==> config.mk <==
export PLATFORM = sky130hd
export DESIGN_NAME = uart_msg_seq
export DESIGN_NICKNAME = d
export VERILOG_FILES = /design/src/rtl/uart_pkg.sv /design/src/rtl/uart_msg_rom.sv /design/src/rtl/uart_msg_seq.sv
export SDC_FILE = /design/constraint.sdc
export NUM_CORES = 1
export LEC_CHECK = 0
export CAP_MARGIN = 20
export CORE_ASPECT_RATIO = 1.5
export CORE_MARGIN = 1.5
export CORE_UTILIZATION = 57
export DETAILED_ROUTE_END_ITERATION = 10
export DONT_BUFFER_PORTS = 1
export GPL_ROUTABILITY_DRIVEN = 0
export PLACE_DENSITY = 0.75
export SLEW_MARGIN = 20
export SYNTH_ARGS = -nofsm -noshare
export SYNTH_HDL_FRONTEND = slang
export SYNTH_SLANG_ARGS = --single-unit
==> constraint.sdc <==
create_clock -name CLK_100M -period 3 [get_ports CLK_100M]
set_input_delay 0.6 -clock CLK_100M [delete_from_list [all_inputs] [get_ports CLK_100M]]
set_output_delay 0.6 -clock CLK_100M [all_outputs]
set_load 0.03 [all_outputs]
==> src/rtl/uart_pkg.sv <==
// Shared encodings for the UART message sequencer: request types,
// one-hot text strobe positions and per-message lengths.
package uart_pkg;

  typedef enum logic [1:0] {
    MSG_OK     = 2'd0,
    MSG_FAIL   = 2'd1,
    MSG_HEX    = 2'd2,
    MSG_PROMPT = 2'd3
  } msg_t;

  localparam int unsigned TXT_O     = 7;
  localparam int unsigned TXT_K     = 6;
  localparam int unsigned TXT_F     = 5;
  localparam int unsigned TXT_A     = 4;
  localparam int unsigned TXT_I     = 3;
  localparam int unsigned TXT_L     = 2;
  localparam int unsigned TXT_LF    = 1;
  localparam int unsigned TXT_RIGHT = 0;

  localparam logic [2:0] LEN_OK     = 3'd4;
  localparam logic [2:0] LEN_FAIL   = 3'd6;
  localparam logic [2:0] LEN_HEX    = 3'd6;
  localparam logic [2:0] LEN_PROMPT = 3'd1;

  function automatic logic [7:0] txt(input int unsigned b);
    return 8'b1 << b;
  endfunction

  function automatic logic [2:0] len_of(input msg_t t);
    logic [2:0] n;
    unique case (t)
      MSG_OK:   n = LEN_OK;
      MSG_FAIL: n = LEN_FAIL;
      MSG_HEX:  n = LEN_HEX;
      default:  n = LEN_PROMPT;
    endcase
    return n;
  endfunction

endpackage

==> src/rtl/uart_msg_rom.sv <==
// Character table: maps (message type, index, data) to the strobe
// that character needs, plus a flag marking the final character.
module uart_msg_rom
  import uart_pkg::*;
(
  input  msg_t        mtype,
  input  logic [2:0]  idx,
  input  logic [15:0] data,
  output logic [7:0]  text,
  output logic        num,
  output logic [3:0]  nib,
  output logic        last
);

  always_comb begin
    text = '0;
    num  = 1'b0;
    nib  = '0;
    last = (idx == len_of(mtype) - 3'd1);
    unique case (mtype)
      MSG_OK: begin
        case (idx)
          3'd0:    text = txt(TXT_O);
          3'd1:    text = txt(TXT_K);
          3'd2:    text = txt(TXT_LF);
          default: text = txt(TXT_RIGHT);
        endcase
      end
      MSG_FAIL: begin
        case (idx)
          3'd0:    text = txt(TXT_F);
          3'd1:    text = txt(TXT_A);
          3'd2:    text = txt(TXT_I);
          3'd3:    text = txt(TXT_L);
          3'd4:    text = txt(TXT_LF);
          default: text = txt(TXT_RIGHT);
        endcase
      end
      MSG_HEX: begin
        case (idx)
          3'd0: begin
            num = 1'b1;
            nib = data[15:12];
          end
          3'd1: begin
            num = 1'b1;
            nib = data[11:8];
          end
          3'd2: begin
            num = 1'b1;
            nib = data[7:4];
          end
          3'd3: begin
            num = 1'b1;
            nib = data[3:0];
          end
          3'd4:    text = txt(TXT_LF);
          default: text = txt(TXT_RIGHT);
        endcase
      end
      default: text = txt(TXT_RIGHT);
    endcase
  end

endmodule

==> src/rtl/uart_msg_seq.sv <==
// Message sequencer: issues one encoder strobe per character and
// waits for TX_DONE between characters, aborting on a watchdog.
module uart_msg_seq
  import uart_pkg::*;
#(
  parameter int TIMEOUT_CYC = 200000
) (
  input  logic        CLK_100M,
  input  logic        SYS_RST,
  input  logic        REQ_VALID,
  input  logic [1:0]  REQ_TYPE,
  input  logic [15:0] REQ_DATA,
  output logic        REQ_READY,
  input  logic        TX_DONE,
  output logic [7:0]  SEQ_TEXT,
  output logic        SEQ_NUM,
  output logic [3:0]  SEQ_DBACK,
  output logic        SEQ_BUSY,
  output logic        SEQ_ERR
);

  localparam int CW = $clog2(TIMEOUT_CYC);
  localparam logic [CW-1:0] TMAX = CW'(TIMEOUT_CYC - 1);

  typedef enum logic [1:0] {
    IDLE  = 2'd0,
    ISSUE = 2'd1,
    WAIT  = 2'd2
  } st_t;

  st_t           state, nxt;
  msg_t          mtype, ty_n;
  logic [15:0]   data, dt_n;
  logic [2:0]    idx, idx_n;
  logic [CW-1:0] cnt, cnt_n, cnt_inc;
  logic          last_q, err_n;
  logic [7:0]    r_text;
  logic          r_num, r_last;
  logic [3:0]    r_nib;

  assign REQ_READY = (state == IDLE);
  assign cnt_inc = (cnt == '1) ? cnt : cnt + 1'b1;

  always_comb begin
    nxt   = state;
    idx_n = idx;
    cnt_n = cnt;
    ty_n  = mtype;
    dt_n  = data;
    err_n = 1'b0;
    unique case (state)
      IDLE: begin
        if (REQ_VALID) begin
          ty_n  = msg_t'(REQ_TYPE);
          dt_n  = REQ_DATA;
          idx_n = '0;
          nxt   = ISSUE;
        end
      end
      ISSUE: begin
        cnt_n = '0;
        nxt   = WAIT;
      end
      WAIT: begin
        cnt_n = cnt_inc;
        if (TX_DONE) begin
          if (last_q) begin
            nxt = IDLE;
          end else begin
            idx_n = idx + 3'd1;
            nxt   = ISSUE;
          end
        end else if (cnt_inc == TMAX) begin
          nxt   = IDLE;
          err_n = 1'b1;
        end
      end
      default: nxt = IDLE;
    endcase
  end

  // Looked up with next-cycle values so the strobe can be registered
  uart_msg_rom u_rom (
    .mtype (ty_n),
    .idx   (idx_n),
    .data  (dt_n),
    .text  (r_text),
    .num   (r_num),
    .nib   (r_nib),
    .last  (r_last)
  );

  always_ff @(posedge CLK_100M or posedge SYS_RST) begin
    if (SYS_RST) begin
      state     <= IDLE;
      mtype     <= MSG_OK;
      data      <= '0;
      idx       <= '0;
      cnt       <= '0;
      last_q    <= 1'b0;
      SEQ_TEXT  <= '0;
      SEQ_NUM   <= 1'b0;
      SEQ_DBACK <= '0;
      SEQ_BUSY  <= 1'b0;
      SEQ_ERR   <= 1'b0;
    end else begin
      state    <= nxt;
      mtype    <= ty_n;
      data     <= dt_n;
      idx      <= idx_n;
      cnt      <= cnt_n;
      SEQ_BUSY <= (nxt != IDLE);
      SEQ_ERR  <= err_n;
      if (nxt == ISSUE) begin
        SEQ_TEXT  <= r_text;
        SEQ_NUM   <= r_num;
        SEQ_DBACK <= r_num ? r_nib : 4'd0;
        last_q    <= r_last;
      end else begin
        SEQ_TEXT  <= '0;
        SEQ_NUM   <= 1'b0;
        SEQ_DBACK <= '0;
      end
    end
  end

endmodule

==> results.json, run 1 <==
{
  "status": "finished, final reports clean",
  "slew_headroom_pct": 61.1,
  "grt_overflow": 0,
  "synth_area_um2": 3310,
  "worst_pin_slew_ns": 0.583,
  "cts_buffer_depth": 2,
  "end_kind": "flip-flop",
  "numPortBuffers": 0,
  "crit_type": "reg -> reg",
  "initial_core_util_pct": 59.8,
  "first_pass_iters": 4,
  "use_met3_pct": 6.67,
  "num_antenna_cells": 0,
  "die_h_um": 96.3,
  "core_area_um2": 5530,
  "placed_cells": 415,
  "synth_edf_count": 0,
  "drv_slew": 0,
  "synth_top_area_share_pct": 43.1,
  "cp_max_fo": 7,
  "place_area_um2": 3440,
  "clk_pin_slew_ns": 0.07,
  "use_met1_pct": 28.1,
  "h-tree-depth": 3,
  "ctsHoldBuffers": 0,
  "root_buffer": "clkbuf_8",
  "wl_per_cell_um": 18.3,
  "n_fill_cell": 448,
  "ios": 38,
  "post_drt_via_cell_ratio": 6.26,
  "cts-buffers-inserted": 9,
  "grt_util_met2_pct": 49.7,
  "clock-skew-final_ns": 0.0101,
  "required_ns": 3.23,
  "syn_avg_cell_area_um2": 9.68,
  "finalSetupViolCount": 0,
  "grt_pass1_wl_um": 12700,
  "timing.fmax_ghz": 0.345,
  "synth.area.top_cells": "dfrtp_1 (43%), mux2_2 (6.1%), nand2_1 (4.4%), a21oi_1 (4.1%), ha_1 (3.8%)",
  "min_period_over_period_pct": 96.6,
  "drc": 0,
  "setup_ws_ns": 0.102,
  "nNetsFinal": 391,
  "stdcell_count": 434,
  "grt_pass1_vias": 2751,
  "critPathLaunchType": "flip-flop",
  "ys_async_sr_fraction_pct": 100,
  "regArea_um2": 1430,
  "grt_max_degree": 27,
  "rows": 33,
  "hpwlAfterDp_um": 5800,
  "clock_latency_ns": 0.35,
  "hold_violations": 0,
  "post-synth-top-count-cell": "dfrtp_1",
  "yosys_warnings": 0,
  "dp_slack_ns": 0.0145,
  "drv_cap": 0,
  "multi_input_area_um2": 1800,
  "leakage_nw": 1.55,
  "grt_antenna_before_repair": 0,
  "synth-seq-cells": 57,
  "hp-class": "in -> async",
  "synth_cell_types": 61,
  "fp.dieW_um": 65.2,
  "critical_path_arrival_ns": 3.12,
  "drt-initial-drc-count": 148,
  "cts_tree": "built",
  "synth_top_flop_cell": "dfrtp_1",
  "postRouteAntennaNets": 0,
  "fin_crit_ns": 2.90,
  "clock_sink_count": 57,
  "final_area_um2": 3710,
  "routed_wl_um": 7940,
  "synth_cells": 342,
  "die_area_um2": 6280,
  "p_per_area_nw_per_um2": 854,
  "area_growth_pct": 12.2,
  "drive_gt1_share_pct": 22.0,
  "busiest_layer": "met2",
  "ir_drop_mv": 0.614,
  "synth_top_cell_by_area": "dfrtp_1",
  "grt.total_usage_pct": 27.3,
  "netlist_top_cells_count": "dfrtp_1 (57), nand2_1 (39), a21oi_1 (27)",
  "syn-num-nets": 374,
  "ys_seq_area_share_pct": 43.1,
  "dr_total_vias": 2718
}
-- what timing repair did --
action,4_1_cts,5_1_grt
pin swaps,0,6
endpoints found under the setup margin,1,14
setup buffers,0,3
resized for setup,1,16
-- metrics by stage --
stage | utilization [%] | hold slack (ns) | TNS [ns] | power (W)
CTS | 65.4 | 0.0864 | 0 | 0.00313
global route | 67.1 | 0.0922 | -0.0646 | 0.00338
global placement | 62.1 | 0.457 | 0 | 0.00243
finish | 67.1 | 0.0848 | 0 | 0.00317
floorplan | - | 0.470 | 0 | 0.00217
detailed placement | 62.1 | 0.459 | 0 | 0.00248
-- final cells by class --
| type | instances | area share (%) |
|---|---|---|
| Tap cell | 70 | 2.36 |
| Clock inverter | 4 | 0.775 |
| Multi-Input combinational cell | 254 | 48.4 |
| Clock buffer | 12 | 3.91 |
| Timing Repair Buffer | 21 | 4.45 |
| Inverter | 16 | 1.62 |
| Sequential cell | 57 | 38.5 |
-- registers in the layout (all words and copies together) (netlist names) --
signal and flops:
SEQ_BUSY 1, SEQ_NUM 1, SEQ_ERR 1, mtype 2, state 2, cnt 18, data 16, SEQ_DBACK 4
last_q 1, SEQ_TEXT 8, idx 3
-- where the power goes --
part	switching, W	total, W	internal [W]
registers	0.000155	0.00112	0.000969
clock network	0.000323	0.000645	0.000322
logic	0.000827	0.00140	0.000576
-- routing by layer --
layer,vias up,part of all wire [%]
li1,1277,-
met1,1331,37
met2,82,55
met3,28,4.7
met4,0,3.6
met5,-,0
-- critical path, stage by stage (launching register included) --
cell       delay [ns]
dfrtp_1          0.40
ha_4             0.17
nand4_4          0.11
buf_6            0.16
nor3_4           0.15
mux2_4           0.33
a211o_1          0.32
a2111oi_4        0.37
nor4_2           0.11
a22oi_4          0.29
mux2_2           0.36
-- path summary, 6_finish.rpt --
check                      slack, ns                  to  depth (start not counted)                from
setup / recovery                0.10  last_q$_DFFE_PP0N_                         10  cnt[0]$_DFFE_PP0P_
hold / removal                  0.08  cnt[0]$_DFFE_PP0P_                          1             SYS_RST
setup reg to reg                0.10  last_q$_DFFE_PP0N_                         10  cnt[0]$_DFFE_PP0P_
hold reg to reg                 0.50  data[15]$_DFF_PP0_                          1  data[15]$_DFF_PP0_
max in group asynchronous       2.27   SEQ_ERR$_DFF_PP0_                          2             SYS_RST
min in group CLK_100M           0.42   data[2]$_DFF_PP0_                          1         REQ_DATA[2]
-- layout by cell type (no fill, tap or decap), drive strengths merged, types with 4 or more instances in the layout --
| cell type | Yosys | routed |
|---|---|---|
| dfrtp | 57 | 57 |
| nand2 | 39 | 39 |
| a21oi | 27 | 27 |
| nor2 | 24 | 24 |
| buf | 8 | 21 |
| o21ai | 18 | 18 |
| mux2 | 18 | 18 |
| inv | 15 | 15 |
| nand3 | 14 | 14 |
| nor3 | 12 | 12 |
| clkbuf | 7 | 12 |
| ha | 10 | 10 |
| nand4 | 10 | 10 |
| nor4 | 10 | 10 |
| mux2i | 7 | 7 |
| xnor2 | 6 | 6 |
| o21a | 5 | 5 |
| or3 | 5 | 5 |
| o31ai | 4 | 4 |
-- kinds of logic (layout without fill, tap and decap cells) --
logic type | after synthesis | count (layout) | share of synthesized area (%)
compound gates | 79 | 79 | 16.2
mux | 25 | 25 | 8.24
buf+inv | 31 | 53 | 4.69
fa+ha+maj | 10 | 10 | 3.78
flops | 57 | 57 | 43.1
xor+xnor | 7 | 7 | 1.85
simple gates | 133 | 133 | 22.2
Power figures use the tool's default switching activity.
==> run 2: changes to the inputs <==
--- a/config.mk
+++ b/config.mk
@@ -6,9 +6,11 @@
 export NUM_CORES = 1
 export LEC_CHECK = 0
 export CAP_MARGIN = 20
+export CELL_PAD_IN_SITES_DETAIL_PLACEMENT = 0
+export CELL_PAD_IN_SITES_GLOBAL_PLACEMENT = 1
 export CORE_ASPECT_RATIO = 1.5
 export CORE_MARGIN = 1.5
-export CORE_UTILIZATION = 57
+export CORE_UTILIZATION = 44
 export DETAILED_ROUTE_END_ITERATION = 10
 export DONT_BUFFER_PORTS = 1
 export GPL_ROUTABILITY_DRIVEN = 0
==> run 2 against run 1 <==
  * Sequential power is essentially flat
  * Highest routed layer unchanged
  * Maximum frequency grew 1.5%
  * Power grew 9.4%
==> results.json, run 2 (synthesis results as in run 1) <==
{
  "status": "finished, final reports clean",
  "final_cell_mix": "dfrtp_1 (50), nand2_1 (38), a21oi_1 (26), buf_4 (26), nor2_1 (24)",
  "ctsHoldBuffers": 0,
  "slew_headroom_pct": 46.4,
  "ios": 38,
  "core_area_um2": 7270,
  "nNetsFinal": 398,
  "required_ns": 3.26,
  "wl_per_cell_um": 18.1,
  "fin_crit_ns": 2.86,
  "die_area_um2": 8060,
  "die_h_um": 109,
  "ir_drop_mv": 0.574,
  "setup-tns-final_ns": 0,
  "crit_type": "reg -> reg",
  "n_fill_cell": 689,
  "p_per_area_nw_per_um2": 875,
  "clock_latency_ns": 0.35,
  "finalPower_w": 0.00347,
  "initial_core_util_pct": 45.5,
  "cts-buffers-inserted": 9,
  "end_kind": "flip-flop",
  "area_growth_pct": 19.8,
  "largest_reg_flops": 18,
  "timing.fmax_ghz": 0.350,
  "min_period_over_period_pct": 95.2,
  "post_drt_via_cell_ratio": 5.90,
  "drv_slew": 0,
  "worst_pin_slew_ns": 0.804,
  "routed_wl_um": 8520,
  "grt_overflow": 0,
  "rows": 38,
  "seqPwrFrac_pct": 32.6,
  "r2r-start": "cnt[9]$_DFFE_PP0P_",
  "p_comb_share_pct": 43.8,
  "clk_pin_slew_ns": 0.07,
  "grt_pass1_wl_um": 13700,
  "clkPwrFrac_pct": 23.7,
  "cp_max_fo": 7,
  "clock_sink_count": 57,
  "critPathLaunch": "cnt[9]$_DFFE_PP0P_",
  "grt_antenna_before_repair": 0,
  "fp.dieW_um": 73.8,
  "grt_max_degree": 48,
  "p_sw_w": 0.00136,
  "critical_path_arrival_ns": 3.11,
  "reg_top3": "cnt x18, data x16, SEQ_TEXT x8",
  "h-tree-depth": 3,
  "numPortBuffers": 0,
  "drive_gt1_share_pct": 27.0,
  "critPathLaunchType": "flip-flop",
  "root_buffer": "clkbuf_8",
  "final_common_cell": "dfrtp_1",
  "grt.total_usage_pct": 22.9,
  "hold_violations": 0,
  "leakage_nw": 1.63,
  "cts_buffer_depth": 2,
  "finalSetupViolCount": 0,
  "hp-class": "in -> async",
  "cts_tree": "built",
  "postRouteAntennaNets": 0,
  "clock-skew-final_ns": 0.00706,
  "first_pass_iters": 4,
  "dr_total_vias": 2780,
  "num_antenna_cells": 0,
  "drt-initial-drc-count": 140,
  "p_sw_share_pct": 39.2,
  "grt_pass1_vias": 2806,
  "intPower_w": 0.00211,
  "drv_cap": 0,
  "hpwlAfterDp_um": 6260,
  "drc": 0,
  "largest-register": "cnt"
}
==> run 2: metal layers <==
layer / up-vias / wire length [um] / global-route usage [%]
met5: - / 0 / 0
met3: 26 / 414 / 6.19
met1: 1382 / 2990 / 23.0
met2: 79 / 4750 / 42.0
met4: 0 / 361 / 11.9
li1: 1293 / - / -
==> run 2: power groups by stage <==
stage | logic (W) | clock network, W | registers [W]
global route | 0.00169 | 0.000873 | 0.00115
floorplan | 0.00106 | 0 | 0.00111
global placement | 0.00140 | 0 | 0.00113
finish | 0.00152 | 0.000822 | 0.00113
detailed placement | 0.00143 | 0 | 0.00114
CTS | 0.00143 | 0.000839 | 0.00113
==> run 2: worst paths after layout <==
check,end,slack (ns),depth (start not counted)
min in group CLK_100M,data[5]$_DFF_PP0_,0.42,1
worst min-delay path,cnt[15]$_DFFE_PP0P_,0.26,1
max in group asynchronous,cnt[3]$_DFFE_PP0P_,2.08,2
worst max register to register,SEQ_TEXT[7]$_DFF_PP0_,0.14,10
worst max-delay path,SEQ_TEXT[7]$_DFF_PP0_,0.14,10
worst min register to register,data[6]$_DFF_PP0_,0.50,1
==> run 2: critical path, stage by stage (launching register included) <==
cell and delay (ns):
dfrtp_2 0.45, nand4_4 0.18, buf_4 0.21, nor3_2 0.26, nand3_1 0.14, a211o_1 0.35, a2111oi_4 0.41, a31o_2 0.26
a22oi_4 0.09, buf_12 0.17, nor4_4 0.25
==> run 2: final cells by class <==
cell class | count | area [um^2] | share of cell area (%)
Multi-Input combinational cell | 254 | 1870 | 47.3
Sequential cell | 57 | 1440 | 36.2
Timing Repair Buffer | 28 | 240 | 6.06
Clock buffer | 11 | 151 | 3.82
Tap cell | 100 | 125 | 3.16
Clock inverter | 5 | 77.6 | 1.96
Inverter | 16 | 61.3 | 1.55
==> run 2: through the flow <==
| stage | hold WS (ns) | cells | setup slack (ns) | instance area (um^2) | util [%] |
|---|---|---|---|---|---|
| 2_1_floorplan | 0.470 | 342 | 0.0175 | 3310 | - |
| 3_3_place_gp | 0.478 | 453 | 0.131 | 3550 | 48.8 |
| 3_5_place_dp | 0.484 | 453 | 0.0264 | 3550 | 48.8 |
| 4_1_cts | 0.385 | 469 | 0.0269 | 3780 | 51.9 |
| 5_1_grt | 0.325 | 471 | -0.0258 | 3970 | 54.5 |
| 6_report | 0.257 | 471 | 0.145 | 3970 | 54.5 |
==> run 2: timing repair <==
item	CTS	global route
buffers inserted	0	2
setup endpoints to repair	0	15
resized for setup	0	31
